File: src/rtl/server_mcp23s17_pkg.sv
// Shared constants, state encoding and small helpers for the MCP23S17-style
// SPI GPIO expander (server_mcp23s17).
package server_mcp23s17_pkg;

    // Fixed upper nibble of the device opcode (0100_A2A1A0_RW).
    localparam logic [3:0] OPCODE_BASE = 4'b0100;

    // Register map (BANK=0 layout, only the implemented subset).
    localparam logic [7:0] ADDR_IODIRA = 8'h00;
    localparam logic [7:0] ADDR_IODIRB = 8'h01;
    localparam logic [7:0] ADDR_IPOLA  = 8'h02;
    localparam logic [7:0] ADDR_IPOLB  = 8'h03;
    localparam logic [7:0] ADDR_GPIOA  = 8'h12;
    localparam logic [7:0] ADDR_GPIOB  = 8'h13;
    localparam logic [7:0] ADDR_OLATA  = 8'h14;
    localparam logic [7:0] ADDR_OLATB  = 8'h15;
    localparam logic [7:0] ADDR_LAST   = 8'h15;

    typedef enum logic [2:0] {
        IDLE   = 3'd0,
        OPCODE = 3'd1,
        ADDR   = 3'd2,
        DATA   = 3'd3,
        IGNORE = 3'd4
    } state_t;

    // Sequential register pointer: wraps from the last mapped address to 0.
    function automatic logic [7:0] next_ptr(input logic [7:0] ptr);
        if (ptr == ADDR_LAST) begin
            next_ptr = 8'h00;
        end else begin
            next_ptr = ptr + 8'h01;
        end
    endfunction

    // Per-bit port view: inputs show (possibly inverted) pins, outputs show the latch.
    function automatic logic [7:0] gpio_view(input logic [7:0] dir, input logic [7:0] pol,
                                             input logic [7:0] pins, input logic [7:0] lat);
        gpio_view = (dir & (pins ^ pol)) | (~dir & lat);
    endfunction

endpackage

File: src/rtl/spi_sync_edge.sv
// Multi-flop synchronizer for one asynchronous SPI input, with rise/fall
// detection on the synchronized value. IDLE_LEVEL is the reset value of the
// whole chain so that no spurious edge is reported out of reset.
module spi_sync_edge #(
    parameter int   STAGES     = 2,
    parameter logic IDLE_LEVEL = 1'b0
) (
    input  logic clk,
    input  logic rst_n,
    input  logic din,
    output logic dout,
    output logic rise,
    output logic fall
);

    logic [STAGES-1:0] sync_r;
    logic              prev_r;

    // Shift the input through the synchronizer and remember the last synced level.
    always_ff @(posedge clk or negedge rst_n) begin
        if (!rst_n) begin
            sync_r <= {STAGES{IDLE_LEVEL}};
            prev_r <= IDLE_LEVEL;
        end else begin
            sync_r[0] <= din;
            for (int i = 1; i < STAGES; i++) begin
                sync_r[i] <= sync_r[i-1];
            end
            prev_r <= sync_r[STAGES-1];
        end
    end

    assign dout = sync_r[STAGES-1];
    assign rise = sync_r[STAGES-1] & ~prev_r;
    assign fall = ~sync_r[STAGES-1] & prev_r;

endmodule

File: src/rtl/server_mcp23s17.sv
// SPI slave emulating the core register set of an MCP23S17 16-bit GPIO expander.
// Optional feature: define SERVER_MCP23S17_HAEN_EN to require the opcode's
// A2..A0 field to match HW_ADDR; otherwise any hardware address is accepted.
module server_mcp23s17 import server_mcp23s17_pkg::*; #(
    parameter logic [2:0] HW_ADDR         = 3'b000,
    parameter int         SPI_SYNC_STAGES = 2
) (
    input  logic        clk,
    input  logic        rst_n,
    input  logic        spi_cs,
    input  logic        spi_clk,
    input  logic        spi_mosi,
    output logic        spi_miso,
    input  logic [15:0] gpio_in,
    output logic [15:0] gpio_out,
    output logic [15:0] gpio_dir
);

    logic cs_s, cs_rise_s, cs_fall_s;
    logic unused_sclk_s, sclk_rise_s, sclk_fall_s;
    logic mosi_s, unused_mosi_rise_s, unused_mosi_fall_s;

    spi_sync_edge #(.STAGES(SPI_SYNC_STAGES), .IDLE_LEVEL(1'b1)) u_sync_cs (
        .clk(clk), .rst_n(rst_n), .din(spi_cs),
        .dout(cs_s), .rise(cs_rise_s), .fall(cs_fall_s)
    );
    spi_sync_edge #(.STAGES(SPI_SYNC_STAGES), .IDLE_LEVEL(1'b0)) u_sync_clk (
        .clk(clk), .rst_n(rst_n), .din(spi_clk),
        .dout(unused_sclk_s), .rise(sclk_rise_s), .fall(sclk_fall_s)
    );
    spi_sync_edge #(.STAGES(SPI_SYNC_STAGES), .IDLE_LEVEL(1'b0)) u_sync_mosi (
        .clk(clk), .rst_n(rst_n), .din(spi_mosi),
        .dout(mosi_s), .rise(unused_mosi_rise_s), .fall(unused_mosi_fall_s)
    );

    state_t      state_r, state_next_s;
    logic [2:0]  bit_cnt_r;
    logic [7:0]  shift_r, rx_byte_s;
    logic        byte_done_s, opcode_ok_s;
    logic        rw_r;
    logic [7:0]  ptr_r;
    logic [SPI_SYNC_STAGES:0] settle_r;
    logic        armed_r;
    logic        wr_en_r;
    logic [7:0]  wr_addr_r, wr_data_r;
    logic        load_pending_r;
    logic [7:0]  tx_r, tx_next_s, rd_data_s;
    logic        miso_r;
    logic [15:0] iodir_r, ipol_r, olat_r;

    assign rx_byte_s   = {shift_r[6:0], mosi_s};
    assign byte_done_s = sclk_rise_s && (bit_cnt_r == 3'd7);

`ifdef SERVER_MCP23S17_HAEN_EN
    assign opcode_ok_s = (rx_byte_s[7:4] == OPCODE_BASE) && (rx_byte_s[3:1] == HW_ADDR);
`else
    localparam logic [2:0] unused_hw_addr = HW_ADDR;
    assign opcode_ok_s = (rx_byte_s[7:4] == OPCODE_BASE);
`endif

    // Frame state register.
    always_ff @(posedge clk or negedge rst_n) begin
        if (!rst_n) begin
            state_r <= IDLE;
        end else begin
            state_r <= state_next_s;
        end
    end

    // Next-state logic; chip-select release always returns to IDLE.
    always_comb begin
        state_next_s = state_r;
        if (cs_rise_s) begin
            state_next_s = IDLE;
        end else begin
            case (state_r)
                IDLE: begin
                    if (cs_fall_s && armed_r) begin
                        state_next_s = OPCODE;
                    end else begin
                        state_next_s = IDLE;
                    end
                end
                OPCODE: begin
                    if (byte_done_s) begin
                        if (opcode_ok_s) begin
                            state_next_s = ADDR;
                        end else begin
                            state_next_s = IGNORE;
                        end
                    end else begin
                        state_next_s = OPCODE;
                    end
                end
                ADDR: begin
                    if (byte_done_s) begin
                        state_next_s = DATA;
                    end else begin
                        state_next_s = ADDR;
                    end
                end
                DATA:    state_next_s = DATA;
                IGNORE:  state_next_s = IGNORE;
                default: state_next_s = IDLE;
            endcase
        end
    end

    // Arm frame detection only once chip select has been seen high after the
    // synchronizers have flushed, so a frame cut by reset is ignored to its end.
    always_ff @(posedge clk or negedge rst_n) begin
        if (!rst_n) begin
            settle_r <= '0;
            armed_r  <= 1'b0;
        end else begin
            settle_r <= {settle_r[SPI_SYNC_STAGES-1:0], 1'b1};
            armed_r  <= armed_r | (settle_r[SPI_SYNC_STAGES] & cs_s);
        end
    end

    // Receive shifter, bit counter, R/W flag and register pointer.
    always_ff @(posedge clk or negedge rst_n) begin
        if (!rst_n) begin
            bit_cnt_r <= 3'd0;
            shift_r   <= 8'h00;
            rw_r      <= 1'b0;
            ptr_r     <= 8'h00;
        end else begin
            if (state_r == IDLE) begin
                bit_cnt_r <= 3'd0;
            end else if (sclk_rise_s) begin
                bit_cnt_r <= bit_cnt_r + 3'd1;
            end
            if (sclk_rise_s) begin
                shift_r <= rx_byte_s;
            end
            if (state_r == OPCODE && byte_done_s) begin
                rw_r <= rx_byte_s[0];
            end
            if (state_r == ADDR && byte_done_s) begin
                ptr_r <= rx_byte_s;
            end else if (state_r == DATA && byte_done_s) begin
                ptr_r <= next_ptr(ptr_r);
            end
        end
    end

    // Stage a completed write byte; it is committed on the following clock.
    always_ff @(posedge clk or negedge rst_n) begin
        if (!rst_n) begin
            wr_en_r   <= 1'b0;
            wr_addr_r <= 8'h00;
            wr_data_r <= 8'h00;
        end else begin
            wr_en_r   <= (state_r == DATA) && byte_done_s && !rw_r;
            wr_addr_r <= ptr_r;
            wr_data_r <= rx_byte_s;
        end
    end

    // Register file; writing GPIOx lands in the matching output latch.
    always_ff @(posedge clk or negedge rst_n) begin
        if (!rst_n) begin
            iodir_r <= 16'hFFFF;
            ipol_r  <= 16'h0000;
            olat_r  <= 16'h0000;
        end else if (wr_en_r) begin
            case (wr_addr_r)
                ADDR_IODIRA:             iodir_r[7:0]  <= wr_data_r;
                ADDR_IODIRB:             iodir_r[15:8] <= wr_data_r;
                ADDR_IPOLA:              ipol_r[7:0]   <= wr_data_r;
                ADDR_IPOLB:              ipol_r[15:8]  <= wr_data_r;
                ADDR_GPIOA, ADDR_OLATA:  olat_r[7:0]   <= wr_data_r;
                ADDR_GPIOB, ADDR_OLATB:  olat_r[15:8]  <= wr_data_r;
                default: ;
            endcase
        end
    end

    // Read mux for the byte addressed by the pointer; pins sampled when loaded.
    always_comb begin
        rd_data_s = 8'h00;
        case (ptr_r)
            ADDR_IODIRA: rd_data_s = iodir_r[7:0];
            ADDR_IODIRB: rd_data_s = iodir_r[15:8];
            ADDR_IPOLA:  rd_data_s = ipol_r[7:0];
            ADDR_IPOLB:  rd_data_s = ipol_r[15:8];
            ADDR_GPIOA:  rd_data_s = gpio_view(iodir_r[7:0], ipol_r[7:0], gpio_in[7:0], olat_r[7:0]);
            ADDR_GPIOB:  rd_data_s = gpio_view(iodir_r[15:8], ipol_r[15:8], gpio_in[15:8], olat_r[15:8]);
            ADDR_OLATA:  rd_data_s = olat_r[7:0];
            ADDR_OLATB:  rd_data_s = olat_r[15:8];
            default:     rd_data_s = 8'h00;
        endcase
    end

    // Transmit shifter: load after each completed address/data byte of a read, else shift.
    always_comb begin
        tx_next_s = tx_r;
        if (state_r == IDLE) begin
            tx_next_s = 8'h00;
        end else if (sclk_fall_s) begin
            if (load_pending_r) begin
                tx_next_s = rd_data_s;
            end else if (state_r == DATA) begin
                tx_next_s = {tx_r[6:0], 1'b0};
            end else begin
                tx_next_s = tx_r;
            end
        end else begin
            tx_next_s = tx_r;
        end
    end

    // Transmit state and registered MISO, forced low outside a read data phase.
    always_ff @(posedge clk or negedge rst_n) begin
        if (!rst_n) begin
            load_pending_r <= 1'b0;
            tx_r           <= 8'h00;
            miso_r         <= 1'b0;
        end else begin
            if (state_r == IDLE) begin
                load_pending_r <= 1'b0;
            end else if (byte_done_s && rw_r && (state_r == ADDR || state_r == DATA)) begin
                load_pending_r <= 1'b1;
            end else if (sclk_fall_s) begin
                load_pending_r <= 1'b0;
            end
            tx_r   <= tx_next_s;
            miso_r <= (state_r == DATA && rw_r && !cs_s) ? tx_next_s[7] : 1'b0;
        end
    end

    assign spi_miso = miso_r;
    assign gpio_out = olat_r;
    assign gpio_dir = iodir_r;

endmodule

File: config.mk
export PLATFORM = sky130hd
export DESIGN_NAME = server_mcp23s17
export DESIGN_NICKNAME = d
export VERILOG_FILES = /design/src/rtl/server_mcp23s17_pkg.sv /design/src/rtl/spi_sync_edge.sv /design/src/rtl/server_mcp23s17.sv
export SDC_FILE = /design/constraint.sdc
export NUM_CORES = 1
export LEC_CHECK = 0
export ABC_AREA = 1
export CORE_ASPECT_RATIO = 0.5
export CORE_MARGIN = 4
export CORE_UTILIZATION = 55
export DETAILED_ROUTE_END_ITERATION = 6
export PLACE_DENSITY_LB_ADDON = 0.2
export SYNTH_ARGS = -nofsm -noshare
export SYNTH_HDL_FRONTEND = slang
export SYNTH_HIERARCHICAL = 1
export SYNTH_SLANG_ARGS = --single-unit
File: constraint.sdc
create_clock -name clk -period 1.7 [get_ports clk]
set_input_delay 0.17 -clock clk [delete_from_list [all_inputs] [get_ports clk]]
set_output_delay 0.17 -clock clk [all_outputs]
set_load 0.01 [all_outputs]
==> summary.txt, run 1 <==
STA
  – Final slew viol count: 0
  – Final setup violation count: 0
  – Final WS setup: 0.04272 ns
  – Setup Skew: 0.009345 ns
  – Hold Vio Cnt, Final: 0
  – Slew headroom: 56.78%
  – Final Cycle Share: 97.49%
  – Least-Margin Pin Slew: 0.6483 ns
  – Fmax: 603.4 MHz
  – Fin Hold WS: 0.2167 ns
  – Final min period: 1.657 ns

Power and ir drop
  – Switching power total: 1.269 mW
  – Clock power frac: 42.6%
  – Comb pwr share: 5.8%
  – Power density cells: 830.3 nW/um2
  – Seq pwr share: 51.6%
  – Leakage Power: 2.819 nW
  – Internal power: 4.086 mW
  – Peak VDD IR: 0.0006403 V
  – Sw Share: 23.70%

Critical path
  – WS Path Type: flop to output pin
  – Reg-to-Reg Start: ptr_r[0]
  – CP endpoint kind: output pin
  – CP Buf/Inv Count: 1
  – CP cell instances: clkdlybuf4s50_1
  – Slowest CP cell: dfstp_2
  – Worst setup path start: gpio_dir[15]
  – Crit-path leading delay family: flip-flops
  – Max FO, Critical Path: 5
  – Worst EP arrival: 1.49 ns
  – Internal reg-to-reg setup slack: 0.06 ns
  – Startpoint Class: flop
  – CP required: 1.53 ns
  – CP max stage delay: 0.58 ns

Clocking
  – Clock latency on the worst-skew pair: 0.35 ns
  – Number of buffers created by CTS: 9
  – CTS Sinks: 109
  – Htree depth: 3
  – Max Buffers Root-to-Sink: 2
  – CTS tree: built
  – Clk root buf: clkbuf_16
  – Reg clk slew, reported paths: 0.07 ns

Floorplan
  – Core ar.: 8979 um2
  – Rows: 24
  – Io pins: 54
  – Total die area: 11220 um2
  – Die Ht: 76.93 um
  – Die Wd: 145.9 um
  – Starting Density: 58.21%

Detailed routing
  – Final WL: 13400 um
  – First-pass DRT Iterations: 5
  – Routed wire per std cell: 16.03 um
  – Post-DRT Antenna Nets: 0
  – Vias per cell: 5.539
  – DRT iter0 DRCs: 524
  – DRC violations left: 0
  – Vias: 4631

GRT
  – First-pass GRT wire length: 21870 um
  – Largest net degree at the start of global routing: 34
  – Overflow after GRT: 0
  – Number of global-route vias before repair: 4421
  – Antenna violations before repair: 0
  – Total Routing Usage GR: 24.31%

Finish
  – Nets: 741
  – Share of cells above drive strength 1: 15.44%
  – Area grow syn2layout: 23.41%
  – Antenna cells: 0

Synthesis
  – Syn Nets: 665
  – Avg Synthesized Cell Area: 8.192 um2
  – Post-Syn Area: 5226 um2
  – Ys Warns: 6
  – Synthesized netlist cell count: 638

Place
  – Port Buffer Count: 53
  – Post-Place Worst Slack: -0.02402 ns
  – Post-DP HPWL: 9152 um
  – Placer Congestion: 0.8944

Outcome
  – Status: finished clean

Worst hold path
  – Min-delay src: spi_cs
  – Hold Crit Class: primary input to flop

Job
  – Max Cap Viol: 0
[power groups by stage]
stage               registers [mW]  clock network, mW  logic, mW
finish                        2.77               2.28      0.308
global route                  2.77               2.39      0.349
CTS                           2.76               2.30      0.308
detailed placement            2.81                  0      0.304
global placement              2.81                  0      0.296
floorplan                     2.77                  0      0.131
[layer usage]
metal	vias to the layer above	part of all wire, %	global-route usage [%]
met1	2202	44	33.09
met4	0	1.6	8.428
met2	188	47	39.00
li1	2218	-	-
met3	23	7.1	5.241
met5	-	0	0
[layout make-up]
class                           instances  area, um2
Inverter                               84      315.3
Timing Repair Buffer                   76      757.0
Multi-Input combinational cell        434       2155
Tap cell                              117      146.4
Sequential cell                       109       2755
Clock inverter                          7      96.34
Fill cell                             694       2529
Clock buffer                            9      225.2
[path summary, 6_finish.rpt]
| kind | to | cells past startpoint |
|---|---|---|
| max | gpio_dir[15] | 1 |
| min | u_sync_cs/sync_r[0] | 1 |
| max reg2reg | tx_r[3] | 10 |
| min reg2reg | settle_r[2] | 0 |
| max in group asynchronous | gpio_dir[14] | 3 |
| min in group asynchronous | rw_r | 2 |
[layout by cell type (no fill, tap or decap), drive strengths merged, types with 2 or more instances in the layout]
cell type / instances
inv: 86
buf: 23
a21oi: 17
nand2: 166
nand4: 3
nor3: 4
nor2: 74
clkbuf: 9
nand3: 51
a22oi: 7
clkinv: 3
a31oi: 2
o21ai: 66
xnor2: 2
or2: 8
bufinv: 2
dfrtp: 90
nor4: 2
dfstp: 19
clkdlybuf4s50: 52
o22ai: 19
ha: 6
[worst reg2reg max path: cells and delay by family (launching register included)]
kind / cells / cell delay, ns
simple gates: 8 / 0.69
fa+ha+maj: 1 / 0.26
flops: 1 / 0.44
buf+inv: 1 / 0.14
[repair_timing]
item                                    4_1_cts  5_1_grt
resized for setup                             3       21
hold endpoints to repair                     28        0
pin swaps                                     2        5
endpoints found under the setup margin        9       19
hold buffers                                  1        0
buffers inserted                              1        3
gates cloned                                  0        1
[flip-flops by register name, summed over array words and instances, names as in the netlist, 7 cells and up]
register and count:
wr_data_r 8, gpio_dir 16, shift_r 7, tx_r 8
ptr_r 8, wr_addr_r 8, gpio_out 16, ipol_r 16
[stage by stage]
step           total power, mW  area (um2)    TNS (ns)  utilization (%)  instances
2_1_floorplan            2.901        5226           0                -        638
3_3_place_gp             3.104        6000  -0.0008042            66.82        814
3_5_place_dp             3.112        6000    -0.05984            66.82        814
4_1_cts                  5.363        6341           0            70.62        832
5_1_grt                  5.513        6450    -0.04009            71.84        836
6_report                 5.356        6450           0            71.84        836
No activity file was read; power rests on OpenSTA's default activity.
==> run 2, diff against run 1 <==
Settings changed: ABC_AREA 1 to default, CORE_UTILIZATION 55 to 42.
==> summary.txt, run 2 <==
GRT
  – Antenna violations before repair: 0 (unchanged)
  – Total Routing Usage GR: 20.46% (was 24.31%)
  – Largest net degree at the start of global routing: 41 (was 34)
  – Number of global-route vias before repair: 4143 (was 4421)
  – First-pass GRT wire length: 22290 um (was 21870 um)
  – Overflow after GRT: 0 (unchanged)

Floorplan
  – Die Wd: 164.3 um (was 145.9 um)
  – Total die area: 14150 um2 (was 11220 um2)
  – Starting Density: 43.17% (was 58.21%)
  – Die Ht: 86.13 um (was 76.93 um)
  – Core ar.: 11880 um2 (was 8979 um2)
  – Io pins: 54 (unchanged)
  – Rows: 28 (was 24)

Detailed routing
  – DRC violations left: 0 (unchanged)
  – Final WL: 13980 um (was 13400 um)
  – Vias per cell: 5.579 (was 5.539)
  – DRT iter0 DRCs: 341 (was 524)
  – Vias: 4145 (was 4631)
  – Metal-1 WL: 6657 um (was 5917 um)
  – WL met2: 6370 um (was 6314 um)
  – Detail Route met3 WL: 824 um (was 951 um)
  – Post-DRT Antenna Nets: 0 (unchanged)
  – First-pass DRT Iterations: 6 (was 5)
  – Highest routed layer: met4 (unchanged)
  – Routed wire per std cell: 18.81 um (was 16.03 um)

Job
  – Max Cap Viol: 0 (unchanged)

Clocking
  – Clk root buf: clkbuf_16 (unchanged)
  – Clock latency on the worst-skew pair: 0.35 ns (about the same)
  – CTS Sinks: 109 (unchanged)
  – Htree depth: 3 (unchanged)
  – CTS tree: built (unchanged)
  – Max Buffers Root-to-Sink: 2 (unchanged)
  – Number of buffers created by CTS: 9 (unchanged)
  – Reg clk slew, reported paths: 0.07 ns (about the same)

Finish
  – Nets: 600 (was 741)
  – Multi-input gate area: 2600 um2 (was 2155 um2)
  – # fillers: 918 (was 694)
  – Share of cells above drive strength 1: 38.06% (was 15.44%)
  – Most common cell after layout, fill and taps aside: dfrtp_1 (was nand2_1)
  – Area grow syn2layout: 40.24% (was 23.41%)
  – Antenna cells: 0 (unchanged)
  – Post-Layout Cell Count: 743 (was 836)
  – Seq. cell area: 2753 um2 (was 2755 um2)
  – Most frequent cells in the layout: dfrtp_1, buf_4, clkdlybuf4s50_1 (was nand2_1, dfrtp_1, inv_1)
  – Final Cell Area: 7191 um2 (was 6450 um2)
  – Final core occ: 60.55% (was 71.84%)

Place
  – Port Buffer Count: 53 (unchanged)
  – Placer Congestion: 0.8687 (was 0.8944)
  – Post-DP HPWL: 9909 um (was 9152 um)
  – Area post-placement: 6460 um2 (was 6000 um2)
  – Placed Cells: 715 (was 814)

STA
  – RSZ-0062 raised after global routing: true
  – Final min period: 2.010 ns (was 1.657 ns)
  – Final setup violation count: 49 (was 0)
  – Hold Vio Cnt, Final: 0 (unchanged)
  – Fmax: 497.5 MHz (was 603.4 MHz)
  – Final slew viol count: 0 (unchanged)
  – Final WS setup: -0.3102 ns (was 0.04272 ns)
  – Final Cycle Share: 118.2% (was 97.49%)
  – Fin Hold WS: 0.2238 ns (was 0.2167 ns)
  – Setup Skew: 0.009270 ns (was 0.009345 ns)

Critical path
  – Crit-path leading delay family: compound AO/OA/AOI/OAI gates (was flip-flops)
  – CP Buf/Inv Count: 2 (was 1)
  – Cell depth of the worst setup path: 6 (was 1)
  – Worst Setup EP: ptr_r[5] (was gpio_dir[15])
  – WS Path Type: flop to flop (was flop to output pin)
  – Worst R2R End: ptr_r[5] (was tx_r[3])
  – CP cell instances: buf_6 -> or4b_4 -> o32ai_4 -> inv_4 -> a32o_1 -> a22o_1 (was clkdlybuf4s50_1)
  – Max FO, Critical Path: 6 (was 5)
  – CP required: 1.93 ns (was 1.53 ns)
  – CP endpoint kind: flop (was output pin)
  – Slowest CP cell: or4b_4 (was dfstp_2)
  – Internal reg-to-reg setup slack: -0.31 ns (was 0.06 ns)
  – Reg-to-Reg Start: ptr_r[5] (was ptr_r[0])
  – Startpoint Class: flop (unchanged)
  – CP max stage delay: 0.52 ns (was 0.58 ns)
  – Reg2Reg Depth: 6 (was 10)
  – Worst EP arrival: 2.24 ns (was 1.49 ns)
  – Worst setup path start: ptr_r[5] (was gpio_dir[15])

Outcome
  – Status: complete, but fails checks (was finished clean)
  – Violated checks: negative setup slack

Worst hold path
  – Hold Crit Class: primary input to flop (unchanged)
  – Min-delay src: spi_cs (unchanged)

Power and ir drop
  – Peak VDD IR: 0.0005177 V (was 0.0006403 V)
  – Leakage Power: 3.075 nW (was 2.819 nW)
  – Power density cells: 768.9 nW/um2 (was 830.3 nW/um2)

Synthesis
  – Ys Warns: 6 (unchanged)
  – Avg Synthesized Cell Area: 11.57 um2 (was 8.192 um2)
  – Post-Syn Area: 5127 um2 (was 5226 um2)
  – Synthesized netlist cell count: 443 (was 638)
  – Syn Nets: 470 (was 665)
==> run 2: layout make-up <==
type                       instances  area share [%]
sequential                       109           38.28
clock buffer                      10           3.323
multi-input combinational        303           36.16
inverter                          11          0.6090
timing repair buffer             139           17.80
tap                              165           2.871
clock inverter                     6          0.9570
==> run 2: per-layer routing <==
metal | vias to the layer above | track usage [%]
li1 | 1911 | -
met2 | 114 | 31.36
met3 | 12 | 5.137
met5 | - | 0
met1 | 2108 | 29.21
met4 | 0 | 5.251
==> run 2: through the flow <==
| step | total power, mW | setup WS, ns | TNS (ns) |
|---|---|---|---|
| detailed placement | 3.362 | -0.4346 | -8.137 |
| CTS | 5.559 | -0.2822 | -7.040 |
| global route | 5.740 | -0.3764 | -11.15 |
| global placement | 3.356 | -0.4609 | -6.494 |
| finish | 5.529 | -0.3102 | -7.020 |
| floorplan | 3.061 | -0.2970 | -4.680 |
==> run 2: power breakdown <==
part	internal (mW)	total (mW)	switching [mW]
registers	2.73	2.92	0.197
clock network	1.20	2.18	0.984
logic	0.211	0.422	0.211
total	4.14	5.53	1.39
==> run 2: timing repair <==
| action | in CTS | in global routing |
|---|---|---|
| pin swaps | 26 | 10 |
| setup buffers | 8 | 3 |
| hold endpoints to repair | 77 | 0 |
| gates resized for setup | 60 | 15 |
| endpoints found under the setup margin | 58 | 67 |
| hold buffers | 1 | 0 |
==> run 2: worst min path at each step <==
stage,cells past startpoint,to,slack [ns]
floorplan,0,armed_r,-0.13
global placement,1,ipol_r[11],0.05
detailed placement,1,ipol_r[3],0.06
CTS,1,u_sync_cs/sync_r[0],0.21
global route,1,u_sync_cs/sync_r[0],0.22
finish,1,u_sync_cs/sync_r[0],0.22
